==> src/rtl/uart_pkg.sv <==
// Shared UART definitions: FSM state encoding, parity selectors and width helpers
// used by the transmitter and the receiver.
package uart_pkg;

  typedef enum logic [2:0] {
    IDLE   = 3'd0,
    START  = 3'd1,
    DATA   = 3'd2,
    PARITY = 3'd3,
    STOP   = 3'd4
  } uart_tx_state_e;

  localparam logic PAR_EVEN = 1'b0;
  localparam logic PAR_ODD  = 1'b1;

  // Bits needed to hold a count of 0..n inclusive.
  function automatic int count_bits(input int n);
    return $clog2(n + 1);
  endfunction

  // Bits needed to index n items; never narrower than one bit.
  function automatic int idx_bits(input int n);
    return (n > 1) ? $clog2(n) : 1;
  endfunction

endpackage

==> src/rtl/uart_tx_buffered_if.sv <==
// Host-side write stream into the buffered UART transmitter.
interface uart_tx_buffered_if #(
  parameter int DWIDTH = 8
);
  logic [DWIDTH-1:0] p_data_tx;
  logic              data_valid_tx;
  logic              data_ready_tx;

  modport master (output p_data_tx, output data_valid_tx, input data_ready_tx);
  modport slave  (input p_data_tx, input data_valid_tx, output data_ready_tx);
endinterface

==> src/rtl/uart_tx_fifo.sv <==
// Synchronous first-word-fall-through FIFO; rd_data always shows the head word.
module uart_tx_fifo
  import uart_pkg::*;
#(
  parameter int DWIDTH = 8,
  parameter int DEPTH  = 4
) (
  input  logic                          clk,
  input  logic                          rst,
  input  logic                          wr_en,
  input  logic [DWIDTH-1:0]             wr_data,
  input  logic                          rd_en,
  output logic [DWIDTH-1:0]             rd_data,
  output logic                          full,
  output logic                          empty,
  output logic [count_bits(DEPTH)-1:0]  count
);
  localparam int AW = idx_bits(DEPTH);
  localparam int CW = count_bits(DEPTH);
  localparam logic [CW-1:0] FULL_CNT = CW'(DEPTH);

  logic [DWIDTH-1:0] mem [DEPTH];
  logic [AW-1:0]     wr_ptr;
  logic [AW-1:0]     rd_ptr;

  // DEPTH is a power of two, so the pointers wrap naturally.
  always_ff @(posedge clk) begin
    if (rst) begin
      wr_ptr <= '0;
      rd_ptr <= '0;
      count  <= '0;
    end else begin
      if (wr_en) wr_ptr <= wr_ptr + AW'(1);
      if (rd_en) rd_ptr <= rd_ptr + AW'(1);
      case ({wr_en, rd_en})
        2'b10:   count <= count + CW'(1);
        2'b01:   count <= count - CW'(1);
        default: ;
      endcase
    end
  end

  // NOTE: storage has no reset; flushing the pointers and count empties it.
  always_ff @(posedge clk) begin
    if (wr_en) mem[wr_ptr] <= wr_data;
  end

  assign rd_data = mem[rd_ptr];
  assign full    = (count == FULL_CNT);
  assign empty   = (count == '0);

endmodule

==> src/rtl/uart_tx_buffered.sv <==
// Buffered UART transmitter: FIFO-fed, LSB-first framing with optional parity,
// one or two stop bits and a programmable baud divisor latched per frame.
module uart_tx_buffered
  import uart_pkg::*;
#(
  parameter int DWIDTH     = 8,
  parameter int FIFO_DEPTH = 4,
  parameter int DIV_WIDTH  = 16
) (
  input  logic                               clk,
  input  logic                               rst,
  uart_tx_buffered_if.slave                  wr,
  input  logic                               parity_en_tx,
  input  logic                               parity_type_tx,
  input  logic                               stop2_tx,
  input  logic [DIV_WIDTH-1:0]               baud_div,
  output logic                               s_data_tx,
  output logic                               busy_tx,
  output logic [count_bits(FIFO_DEPTH)-1:0]  fifo_count
);
  localparam int BW = idx_bits(DWIDTH);

  localparam logic [2:0] S_IDLE   = IDLE;
  localparam logic [2:0] S_START  = START;
  localparam logic [2:0] S_DATA   = DATA;
  localparam logic [2:0] S_PARITY = PARITY;
  localparam logic [2:0] S_STOP   = STOP;

  logic [2:0]           state;
  logic [DIV_WIDTH-1:0] baud_cnt;
  logic [DIV_WIDTH-1:0] div_l;
  logic [BW-1:0]        bit_cnt;
  logic [DWIDTH-1:0]    shreg;
  logic                 par_en_l;
  logic                 par_bit;
  logic                 stop2_l;

  logic                 fifo_full;
  logic                 fifo_empty;
  logic [DWIDTH-1:0]    fifo_rd_data;
  logic                 bit_end;
  logic                 last_stop;
  logic                 pop;

  assign wr.data_ready_tx = ~fifo_full;

  assign bit_end   = (baud_cnt == div_l);
  assign last_stop = (state == S_STOP) && bit_end && (!stop2_l || bit_cnt == BW'(1));
  // A queued word starts either from idle or straight after the final stop bit.
  assign pop       = !fifo_empty && ((state == S_IDLE) || last_stop);

  uart_tx_fifo #(
    .DWIDTH (DWIDTH),
    .DEPTH  (FIFO_DEPTH)
  ) u_fifo (
    .clk     (clk),
    .rst     (rst),
    .wr_en   (wr.data_valid_tx && !fifo_full),
    .wr_data (wr.p_data_tx),
    .rd_en   (pop),
    .rd_data (fifo_rd_data),
    .full    (fifo_full),
    .empty   (fifo_empty),
    .count   (fifo_count)
  );

  // NOTE: every register here updates with <= so all reads see pre-edge values.
  always_ff @(posedge clk) begin
    if (rst) begin
      state     <= S_IDLE;
      s_data_tx <= 1'b1;
      busy_tx   <= 1'b0;
      baud_cnt  <= '0;
      div_l     <= '0;
      bit_cnt   <= '0;
      shreg     <= '0;
      par_en_l  <= 1'b0;
      par_bit   <= 1'b0;
      stop2_l   <= 1'b0;
    end else if (pop) begin
      state     <= S_START;
      s_data_tx <= 1'b0;
      busy_tx   <= 1'b1;
      baud_cnt  <= '0;
      bit_cnt   <= '0;
      shreg     <= fifo_rd_data;
      div_l     <= baud_div;
      par_en_l  <= parity_en_tx;
      stop2_l   <= stop2_tx;
      par_bit   <= (parity_type_tx == PAR_ODD) ? ~^fifo_rd_data : ^fifo_rd_data;
    end else if (state != S_IDLE) begin
      if (!bit_end) begin
        baud_cnt <= baud_cnt + DIV_WIDTH'(1);
      end else begin
        baud_cnt <= '0;
        case (state)
          S_START: begin
            state     <= S_DATA;
            s_data_tx <= shreg[0];
            shreg     <= shreg >> 1;
          end
          S_DATA: begin
            if (bit_cnt == BW'(DWIDTH - 1)) begin
              bit_cnt <= '0;
              if (par_en_l) begin
                state     <= S_PARITY;
                s_data_tx <= par_bit;
              end else begin
                state     <= S_STOP;
                s_data_tx <= 1'b1;
              end
            end else begin
              bit_cnt   <= bit_cnt + BW'(1);
              s_data_tx <= shreg[0];
              shreg     <= shreg >> 1;
            end
          end
          S_PARITY: begin
            state     <= S_STOP;
            s_data_tx <= 1'b1;
          end
          S_STOP: begin
            // Reaching here on the last stop bit means the FIFO was empty.
            if (last_stop) begin
              state     <= S_IDLE;
              busy_tx   <= 1'b0;
              s_data_tx <= 1'b1;
            end else begin
              bit_cnt <= bit_cnt + BW'(1);
            end
          end
          default: state <= S_IDLE;
        endcase
      end
    end
  end

endmodule

==> src/flat_wrapper.sv <==
// flat-port wrapper written by rule: the top's interface ports become plain ports
module uart_tx_buffered_flat import uart_pkg::*;
#(
  parameter int DWIDTH     = 8,
  parameter int FIFO_DEPTH = 4,
  parameter int DIV_WIDTH  = 16
)
  (clk, rst, parity_en_tx, parity_type_tx, stop2_tx, baud_div, s_data_tx, busy_tx, fifo_count, wr_p_data_tx, wr_data_valid_tx, wr_data_ready_tx);
  uart_tx_buffered_if #(.DWIDTH(DWIDTH)) wr_i ();
  input  logic clk;
  input  logic rst;
  input  logic parity_en_tx;
  input  logic parity_type_tx;
  input  logic stop2_tx;
  input  logic [DIV_WIDTH-1:0] baud_div;
  output logic s_data_tx;
  output logic busy_tx;
  output logic [count_bits(FIFO_DEPTH)-1:0] fifo_count;
  input wire logic [$bits(wr_i.p_data_tx)-1:0] wr_p_data_tx;
  input wire logic [$bits(wr_i.data_valid_tx)-1:0] wr_data_valid_tx;
  output wire logic [$bits(wr_i.data_ready_tx)-1:0] wr_data_ready_tx;
  assign wr_i.p_data_tx = wr_p_data_tx;
  assign wr_i.data_valid_tx = wr_data_valid_tx;
  assign wr_data_ready_tx = wr_i.data_ready_tx;
  uart_tx_buffered #(.DWIDTH(DWIDTH), .FIFO_DEPTH(FIFO_DEPTH), .DIV_WIDTH(DIV_WIDTH)) u_core (.clk(clk), .rst(rst), .wr(wr_i), .parity_en_tx(parity_en_tx), .parity_type_tx(parity_type_tx), .stop2_tx(stop2_tx), .baud_div(baud_div), .s_data_tx(s_data_tx), .busy_tx(busy_tx), .fifo_count(fifo_count));
endmodule
==> config.mk <==
export PLATFORM = sky130hd
export DESIGN_NAME = uart_tx_buffered_flat
export DESIGN_NICKNAME = d
export VERILOG_FILES = /design/src/rtl/uart_pkg.sv /design/src/rtl/uart_tx_buffered_if.sv /design/src/rtl/uart_tx_fifo.sv /design/src/rtl/uart_tx_buffered.sv /design/src/flat_wrapper.sv
export SDC_FILE = /design/constraint.sdc
export NUM_CORES = 1
export LEC_CHECK = 0
export BUFFER_PORTS_ARGS = -buffer_cell sky130_fd_sc_hd__buf_2
export CELL_PAD_IN_SITES_DETAIL_PLACEMENT = 0
export CELL_PAD_IN_SITES_GLOBAL_PLACEMENT = 1
export CORE_AREA = 5 5 100 102
export DETAILED_ROUTE_END_ITERATION = 10
export DIE_AREA = 0 0 105 107
export PLACE_DENSITY_LB_ADDON = 0.1
export SLEW_MARGIN = 30
export SYNTH_ARGS = -nofsm -noshare
export SYNTH_HDL_FRONTEND = slang
export SYNTH_SLANG_ARGS = --single-unit
==> constraint.sdc <==
create_clock -name clk -period 3.7 [get_ports clk]
set_input_delay 0.74 -clock clk [delete_from_list [all_inputs] [get_ports clk]]
set_output_delay 0.74 -clock clk [all_outputs]
set_load 0.03 [all_outputs]
==> results.py, run 1 <==
metrics = {
    "status": {
        "status": "finished, final reports clean",
    },
    "synthesis": {
        "ys.flop_type": "dfxtp_1",
        "ys_top_cells_by_area": "dfxtp_1, edfxtp_1, xnor2_1",
        "avgSynthCellArea_um2": 11.4,
        "async_flop_share_pct": 0,
        "synth_warnings": 0,
        "synth_area_um2": 4190,
        "syn_nets": 406,
        "seq_area_frac_synth_pct": 51.6,
        "ys_ff_latch": 92,
        "ys_types": 48,
        "synthCells": 366,
        "synth_edf_count": 32,
        "synth_top_area_share_pct": 28.7,
        "yosys.area.top_type": "dfxtp_1",
    },
    "detailed_routing": {
        "highest_layer": "met4",
        "first_pass_iters": 4,
        "via_per_inst": 5.18,
        "finalWirelength_um": 7660,
        "drt_iter0_drc": 77,
        "dr_wl_met2_um": 3560,
        "route.detailed.drc": 0,
        "route.met3.wl_um": 199,
        "wirelength_met1_um": 3810,
        "vias": 2658,
        "detail-route-antenna-nets": 0,
        "detail_route.wl_per_cell_um": 14.9,
    },
    "grt": {
        "grt_max_degree": 46,
        "grt_util_all_layers_pct": 14.2,
        "gr-total-overflow": 0,
        "grt_first_pass_wirelength_um": 12800,
        "grt_pass1_vias": 2551,
        "antenna_found_initial": 0,
    },
    "clock_tree": {
        "clk_transition_reported_paths_ps": 80,
        "cts.htree.levels": 3,
        "post_cts_buffers": 0,
        "root_buffer": "clkbuf_8",
        "cts_resized": 0,
        "cts_sinks": 92,
        "clock_latency_ps": 350,
        "clock_path_buffers": 2,
        "postCtsHoldBufs": 0,
        "cts_made_buffers": 9,
        "cts_tree": "built",
    },
    "place": {
        "dpl.hpwl_um": 5380,
        "placed_cell_area_um2": 4430,
        "portBuffers": 35,
        "place_congestion": 0.787,
        "dp_cells": 497,
        "dp_worst_setup_slack_ps": 810,
    },
    "finish": {
        "area_growth_syn_to_layout_pct": 9.89,
        "final_common_cell": "dfxtp_1",
        "fin_nets": 437,
        "drive_gt1_share_pct": 16.9,
        "fill_cells": 833,
        "layout_common_cells": "dfxtp_1, nor2_1, buf_2, edfxtp_1, xnor2_1",
        "final_util_pct": 51.0,
        "n_antenna_cell": 0,
        "fin_cells": 513,
        "final_area_um2": 4600,
    },
    "power_and_ir_drop": {
        "p_per_area_nw_per_um2": 755,
        "p_total_mw": 3.47,
        "ir_worst_vdd_mv": 0.330,
        "p_leak_nw": 1.77,
    },
    "sta": {
        "maxSlewHeadroom_pct": 48.7,
        "fmax_mhz": 346,
        "fin_ws_ps": 812,
        "rsz0062_at_grt": "no",
        "hold_viol_final": 0,
        "skew_ps": 8.94,
        "drv_slew": 0,
        "fin_crit_sh_pct": 78.1,
        "worstMarginPinSlew_ps": 767,
        "finalSetupViolCount": 0,
        "fin_crit_ps": 2890,
        "holdWs_ps": 461,
        "timing.setup.tns_ps": 0,
    },
    "floorplanning": {
        "ios": 36,
        "die_area_um2": 11200,
        "initial_utilization_pct": 46.4,
        "chipWidth_um": 105,
        "num_rows": 35,
        "dieHeight_um": 107,
        "core-area_um2": 9020,
    },
    "critical_path": {
        "crit_type": "reg2reg",
        "cp-start-kind": "register",
        "max_stage_delay_ps": 610,
        "critical-path-slowest-cell": "dfxtp_1",
        "crit_path_cell_trace": "or3_1 -> nor2_1 -> a31oi_4 -> clkinv_1 -> ha_1 -> fa_1 -> xnor2_1 -> or3_1 -> a21oi_1",
        "cp_top_family": "simple AND/OR/NAND/NOR gates",
        "timing.rr.start": "u_core.state[0]$_SDFFE_PP0P_",
        "cpMostUsedCell": "or3_1",
        "critPathCaptureType": "register",
        "cp_data_arrival_time_ps": 3170,
        "worstPathMaxFanout": 13,
        "worstPathRequired_ps": 3980,
        "critPathBufInv": 1,
        "crit_start": "u_core.state[0]$_SDFFE_PP0P_",
    },
    "min_path": {
        "hold_path_class": "reg2reg",
        "hold_start": "u_core.busy_tx$_SDFFE_PP0P_",
    },
    "run": {
        "maxCapViolations": 0,
    },
}
[sequential cells by signal (all words and copies together) (netlist names), named ones only]
signal	cells
u_core.u_fifo.mem	32
u_core.baud_cnt	16
u_core.div_l	16
u_core.shreg	8
u_core.bit_cnt	3
u_core.state	3
u_core.u_fifo.count	3
u_core.u_fifo.rd_ptr	2
u_core.u_fifo.wr_ptr	2
u_core.busy_tx	1
u_core.par_bit	1
u_core.par_en_l	1
u_core.s_data_tx	1
u_core.stop2_l	1
[final timing paths]
kind	endpoint	slack (ps)	cells past startpoint
worst max-delay path	u_core.u_fifo.count[2]$_SDFFE_PP0P_	810	9
worst min-delay path	u_core.busy_tx$_SDFFE_PP0P_	460	2
worst max register to register	u_core.u_fifo.count[2]$_SDFFE_PP0P_	810	9
worst min register to register	u_core.busy_tx$_SDFFE_PP0P_	460	2
[per-layer routing]
metal	vias to the layer above	GRT usage [%]
li1	1345	-
met1	1273	19.9
met2	32	21.6
met3	8	3.55
met4	0	4.66
met5	-	0
[worst reg2reg max path: stages (launching register included)]
cell      delay (ps)
dfxtp_1          610
or3_1            330
nor2_1           120
a31oi_4          160
clkinv_1         310
ha_1             340
fa_1             380
xnor2_1          140
or3_1            300
a21oi_1          140
[synth_stat cells (6+ instances only)]
cell type	instances
nand2b_1	6
buf_2	6
nand2_1	13
edfxtp_1	32
nand4_1	9
xnor2_1	28
mux2i_1	24
dfxtp_1	60
clkbuf_1	8
a21oi_1	15
inv_1	14
a2bb2oi_1	6
and3_1	6
ha_1	9
nand3b_1	8
xor2_1	13
nor2_1	50
[logic make-up (layout without fill, tap and decap cells)]
logic type	count (synthesis)	in the layout	synth area share (%)
buf+inv	33	69	3.67
xor+xnor	43	43	9.50
mux	32	32	10.4
flops	92	92	51.6
simple gates	116	116	14.9
compound gates	40	40	6.72
fa+ha+maj	10	10	3.17
[final cells by class]
cell class                 count  area, um^2  area share (%)
clock buffer                   9         124            2.69
clock inverter                 7        51.3            1.11
inverter                      15        56.3            1.22
multi-input combinational    241        1870            40.7
sequential                    92        2160            47.0
tap                          111         139            3.02
timing repair buffer          38         198            4.30
[power by group]
part	internal, mW	total (mW)	switching, mW
Sequential	1.25	1.43	0.178
Combinational	0.689	1.44	0.755
Clock	0.247	0.606	0.359
No activity file was read; power rests on OpenSTA's default activity.
==> inputs of run 2 (changes only) <==
==> constraint.sdc (replaced) <==
create_clock -name clk -period 2.9 [get_ports clk]
set_input_delay 0.58 -clock clk [delete_from_list [all_inputs] [get_ports clk]]
set_output_delay 0.58 -clock clk [all_outputs]
set_load 0.03 [all_outputs]
==> run 2 against run 1 <==
  * Final area rose by 1.1%
  * Clock power up 42%
  * Largest cell class unchanged
  * Sequential cell count stayed put
==> results.py, run 2 (same netlist as run 1, synthesis figures left out) <==
metrics = {
    "floorplanning": {
        "ios": 36,
        "num_rows": 35,
        "initial_utilization_pct": 46.4,
        "chipWidth_um": 105,
        "dieHeight_um": 107,
        "core-area_um2": 9020,
        "die_area_um2": 11200,
    },
    "sta": {
        "holdWs_ps": 433,
        "fin_crit_sh_pct": 85.5,
        "timing.setup.tns_ps": 0,
        "fin_crit_ps": 2480,
        "fin_ws_ps": 422,
        "rsz0062_at_grt": "no",
        "worstMarginPinSlew_ps": 556,
        "hold_viol_final": 0,
        "finalSetupViolCount": 0,
        "skew_ps": 12.3,
        "maxSlewHeadroom_pct": 63.0,
        "drv_slew": 0,
        "fmax_mhz": 404,
    },
    "finish": {
        "layout_common_cells": "dfxtp_1, nor2_1, buf_2, edfxtp_1, xnor2_1",
        "register_area_um2": 2160,
        "n_antenna_cell": 0,
        "multi_input_area_um2": 1870,
        "fill_cells": 826,
        "fin_nets": 440,
        "top_regs": "u_core.u_fifo.mem (32), u_core.baud_cnt (16), u_core.div_l (16)",
        "drive_gt1_share_pct": 17.8,
        "area_growth_syn_to_layout_pct": 11.1,
        "final_common_cell": "dfxtp_1",
        "largest_register_ffs": 32,
        "regMostFlops": "u_core.u_fifo.mem",
        "final_area_um2": 4650,
    },
    "detailed_routing": {
        "detail-route-antenna-nets": 0,
        "route.met3.wl_um": 203,
        "highest_layer": "met4",
        "via_per_inst": 5.17,
        "wirelength_met1_um": 3800,
        "route.detailed.drc": 0,
        "detail_route.wl_per_cell_um": 14.8,
        "finalWirelength_um": 7650,
        "dr_wl_met2_um": 3510,
        "vias": 2667,
        "drt_iter0_drc": 89,
        "first_pass_iters": 4,
    },
    "clock_tree": {
        "clk_transition_reported_paths_ps": 100,
        "cts_tree": "built",
        "cts.htree.levels": 3,
        "cts_resized": 0,
        "clock_latency_ps": 360,
        "clock_path_buffers": 2,
        "cts_made_buffers": 9,
        "postCtsHoldBufs": 0,
        "cts_sinks": 92,
        "post_cts_buffers": 0,
        "root_buffer": "clkbuf_8",
    },
    "place": {
        "place_congestion": 0.769,
        "portBuffers": 35,
        "placed_cell_area_um2": 4450,
        "dpl.hpwl_um": 5310,
        "dp_worst_setup_slack_ps": 457,
    },
    "critical_path": {
        "worstPathMaxFanout": 10,
        "cp-start-kind": "register",
        "crit_type": "reg2reg",
        "cp_data_arrival_time_ps": 2770,
        "ff2ff_path_depth": 9,
        "critPathCaptureType": "register",
        "worstPathRequired_ps": 3190,
    },
    "grt": {
        "grt_max_degree": 46,
        "grt_first_pass_wirelength_um": 12900,
        "grt_util_all_layers_pct": 14.5,
        "gr-total-overflow": 0,
        "grt_pass1_vias": 2589,
        "antenna_found_initial": 0,
    },
    "min_path": {
        "hold_path_class": "in2reg",
        "hold_depth": 1,
    },
    "power_and_ir_drop": {
        "ir_worst_vdd_mv": 0.443,
        "p_total_mw": 4.56,
        "p_leak_nw": 1.80,
        "p_per_area_nw_per_um2": 979,
    },
    "status": {
        "status": "finished, final reports clean",
    },
    "run": {
        "maxCapViolations": 0,
    },
}
==> run 2: worst paths after layout <==
kind	slack [ps]	endpoint	from
hold reg to reg	450	u_core.busy_tx$_SDFFE_PP0P_	u_core.busy_tx$_SDFFE_PP0P_
hold / removal	430	u_core.u_fifo.mem[2][2]$_DFFE_PP_	wr_p_data_tx[2]
setup reg to reg	420	u_core.u_fifo.count[2]$_SDFFE_PP0P_	u_core.state[2]$_SDFFE_PP0P_
setup / recovery	420	u_core.u_fifo.count[2]$_SDFFE_PP0P_	u_core.state[2]$_SDFFE_PP0P_
==> run 2: layout make-up <==
| cell class | count | share of cell area [%] |
|---|---|---|
| clock inverters | 7 | 1.75 |
| repair buffers | 41 | 4.73 |
| clock buffers | 9 | 2.66 |
| multi-input cells | 241 | 40.2 |
| flip-flops and latches | 92 | 46.5 |
| well taps | 111 | 2.98 |
| inverters | 15 | 1.21 |
==> run 2: worst max-delay path, cell delays in order (launching register included) <==
cell and delay (ps):
dfxtp_1 520, or3_1 310, nor2_1 130, a31oi_4 160
clkinv_1 100, ha_1 220, fa_1 380, xnor2_1 140
or3_1 300, a21oi_1 140
==> run 2: metrics by stage <==
step | util, % | instances
after floorplan | - | 366
after global placement | 49.3 | 500
after detailed placement | 49.3 | 500
after CTS | 51.6 | 516
after global routing | 51.6 | 516
final | 51.6 | 516
==> run 2: routing by layer <==
layer	track usage [%]	vias up
li1	-	1351
met1	20.6	1276
met2	22.2	30
met3	2.83	10
met4	5.21	0
met5	0	-
==> run 2: report_power, final <==
part	leakage, nW	internal [mW]	switching [mW]
Sequential	0.783	1.59	0.218
Combinational	0.912	0.905	0.980
Clock	0.103	0.344	0.519
Total	1.80	2.84	1.72
==> inputs of run 3 (changes only) <==
==> constraint.sdc (replaced) <==
create_clock -name clk -period 2.3 [get_ports clk]
set_input_delay 0.46 -clock clk [delete_from_list [all_inputs] [get_ports clk]]
set_output_delay 0.46 -clock clk [all_outputs]
set_load 0.03 [all_outputs]
==> run 3 against run 2 <==
  * Clock skew is 5.1 ps lower
  * Fmax is 9.1% higher
  * Combinational power is 42% higher
  * Clock-buffer cell count stayed put
  * Clock power is 22% higher
  * First-iteration DRC count is 25% lower
  * Sequential power is 22% higher
  * Critical path depth is 1 higher
  * Cell count is 4.5% higher
  * Worst hold slack worse by 130 ps
  * Core utilization is 2.7 points higher
==> results.py, run 3 (same netlist as run 1, synthesis figures left out) <==
metrics = {
    "power_and_ir_drop": {
        "p_switching_mw": 2.20,
        "pwr-share-clk_pct": 17.6,
        "p_leak_nw": 1.93,
        "ir_worst_vdd_mv": 0.673,
        "p_per_area_nw_per_um2": 1220,
        "p_total_mw": 5.96,
        "seqPwrFrac_pct": 37.2,
        "swShare_pct": 36.9,
        "pwr-share-comb_pct": 45.2,
        "intPower_mw": 3.76,
    },
    "critical_path": {
        "critical-path-slowest-cell": "dfxtp_2",
        "worstPathMaxFanout": 3,
        "max_stage_delay_ps": 350,
        "critPathCaptureType": "register",
        "crit_path_cell_trace": "xnor2_2 -> nand4_1 -> nor4_4 -> a31oi_4 -> clkinv_8 -> ha_4 -> fa_2 -> xnor2_1 -> or3_1 -> a21oi_2",
        "cp-start-kind": "register",
        "timing.rr.start": "u_core.baud_cnt[10]$_SDFFE_PP0P_",
        "critPathBufInv": 1,
        "crit_type": "reg2reg",
        "cp_top_family": "simple AND/OR/NAND/NOR gates",
        "r2r_slack_ps": 30,
        "ff2ff_path_depth": 10,
        "cp_data_arrival_time_ps": 2560,
        "r2r_end": "u_core.u_fifo.count[2]$_SDFFE_PP0P_",
        "worstPathRequired_ps": 2590,
    },
    "grt": {
        "antenna_found_initial": 0,
        "gr-total-overflow": 0,
        "grt_pass1_vias": 2743,
        "grt_max_degree": 41,
        "grt_first_pass_wirelength_um": 13400,
        "grt_util_all_layers_pct": 15.0,
    },
    "floorplanning": {
        "chipWidth_um": 105,
        "dieHeight_um": 107,
        "num_rows": 35,
        "core-area_um2": 9020,
        "die_area_um2": 11200,
        "initial_utilization_pct": 46.4,
        "ios": 36,
    },
    "detailed_routing": {
        "finalWirelength_um": 7960,
        "detail-route-antenna-nets": 0,
        "drt_iter0_drc": 67,
        "first_pass_iters": 4,
        "vias": 2703,
        "via_per_inst": 5.01,
        "detail_route.wl_per_cell_um": 14.8,
        "route.detailed.drc": 0,
    },
    "sta": {
        "holdWs_ps": 306,
        "hold_viol_final": 0,
        "fmax_mhz": 440,
        "rsz0062_at_grt": "yes",
        "maxSlewHeadroom_pct": 63.1,
        "fin_ws_ps": 28.3,
        "fin_crit_sh_pct": 98.8,
        "finalSetupViolCount": 0,
        "skew_ps": 7.19,
        "worstMarginPinSlew_ps": 549,
        "fin_crit_ps": 2270,
        "drv_slew": 0,
        "timing.setup.tns_ps": 0,
    },
    "clock_tree": {
        "root_buffer": "clkbuf_8",
        "cts_tree": "built",
        "post_cts_buffers": 0,
        "clk_transition_reported_paths_ps": 100,
        "clock_path_buffers": 2,
        "clock_latency_ps": 360,
        "cts_sinks": 92,
        "postCtsHoldBufs": 0,
        "cts_made_buffers": 9,
        "cts.htree.levels": 3,
    },
    "place": {
        "dp_cells": 523,
        "dpl.hpwl_um": 5670,
        "placed_cell_area_um2": 4660,
        "place_congestion": 0.741,
        "portBuffers": 35,
        "dp_worst_setup_slack_ps": 20.5,
    },
    "finish": {
        "largest_register_ffs": 32,
        "fin_cells": 539,
        "n_antenna_cell": 0,
        "final_area_um2": 4900,
        "drive_gt1_share_pct": 27.8,
        "regMostFlops": "u_core.u_fifo.mem",
        "layout_common_cells": "nor2_1, dfxtp_1, buf_2, edfxtp_1, buf_4",
        "top_regs": "u_core.u_fifo.mem (32), u_core.baud_cnt (16), u_core.div_l (16)",
        "fin_nets": 463,
        "final_common_cell": "nor2_1",
        "final_util_pct": 54.3,
        "area_growth_syn_to_layout_pct": 17.0,
    },
    "min_path": {
        "holdPathEnd": "u_core.u_fifo.mem[3][4]$_DFFE_PP_",
        "hold_start": "wr_p_data_tx[4]",
        "hold_path_class": "in2reg",
        "hold_depth": 1,
    },
    "run": {
        "maxCapViolations": 0,
    },
    "status": {
        "status": "finished, final reports clean",
    },
}
## run 3: changes by cell type in the layout (fill, tap and decap cells not counted), sizes merged
| cell | before | now |
|---|---|---|
| buf | 41 | 64 |
| clkinv | 5 | 2 |
| clkinvlp | 0 | 2 |
| inv | 17 | 18 |
## run 3: metal layers
metal	global-route usage [%]	vias to the layer above	routed length, um	share of wire, %
met4	4.84	0	85	1.1
met3	3.61	8	264	3.3
li1	-	1398	-	-
met5	0	-	0	0
met1	21.8	1260	4130	52
met2	21.9	37	3480	44
## run 3: worst register-to-register path, stage by stage (launching register included)
cell      delay, ps
dfxtp_2         350
xnor2_2         140
nand4_1         180
nor4_4           90
a31oi_4         290
clkinv_8         80
ha_4            170
fa_2            330
xnor2_1         130
or3_1           330
a21oi_2         120
## run 3: worst max-delay path by stage
stage                                        startpoint                                    to  slack (ps)  cells past startpoint
global placement          u_core.div_l[15]$_SDFFE_PP0P_                              register          80                      7
CTS                    u_core.baud_cnt[14]$_SDFFE_PP0P_   u_core.u_fifo.count[2]$_SDFFE_PP0P_          30                     10
floorplan           u_core.u_fifo.count[0]$_SDFFE_PP0P_   u_core.u_fifo.count[2]$_SDFFE_PP0P_         -50                      9
global route           u_core.baud_cnt[10]$_SDFFE_PP0P_   u_core.u_fifo.count[2]$_SDFFE_PP0P_         -80                     10
detailed placement        u_core.div_l[15]$_SDFFE_PP0P_  u_core.u_fifo.rd_ptr[1]$_SDFFE_PP0P_          20                      7
finish                 u_core.baud_cnt[10]$_SDFFE_PP0P_   u_core.u_fifo.count[2]$_SDFFE_PP0P_          30                     10
## run 3: power by group through the flow
| stage | combinational [mW] | clock [mW] | sequential (mW) |
|---|---|---|---|
| final | 2.69 | 1.05 | 2.21 |
| after global routing | 2.99 | 1.17 | 2.25 |
| after detailed placement | 2.69 | 0 | 2.24 |
| after CTS | 2.71 | 1.10 | 2.21 |
| after floorplan | 2.12 | 0 | 2.28 |
| after global placement | 2.67 | 0 | 2.24 |
## run 3: area by class of cell
type                    count  area, um^2
clock buffers               9         124
clock inverters             7        66.3
fillers                   815        4120
inverters                  15        68.8
multi-input cells         241        1920
flip-flops and latches     92        2190
well taps                 111         139
repair buffers             64         397
## run 3: what timing repair did
item                                    CTS  global route
endpoints found under the setup margin    1             5
pin swaps                                 0             6
gates resized for setup                   1            17
hold endpoints to repair                  0             0
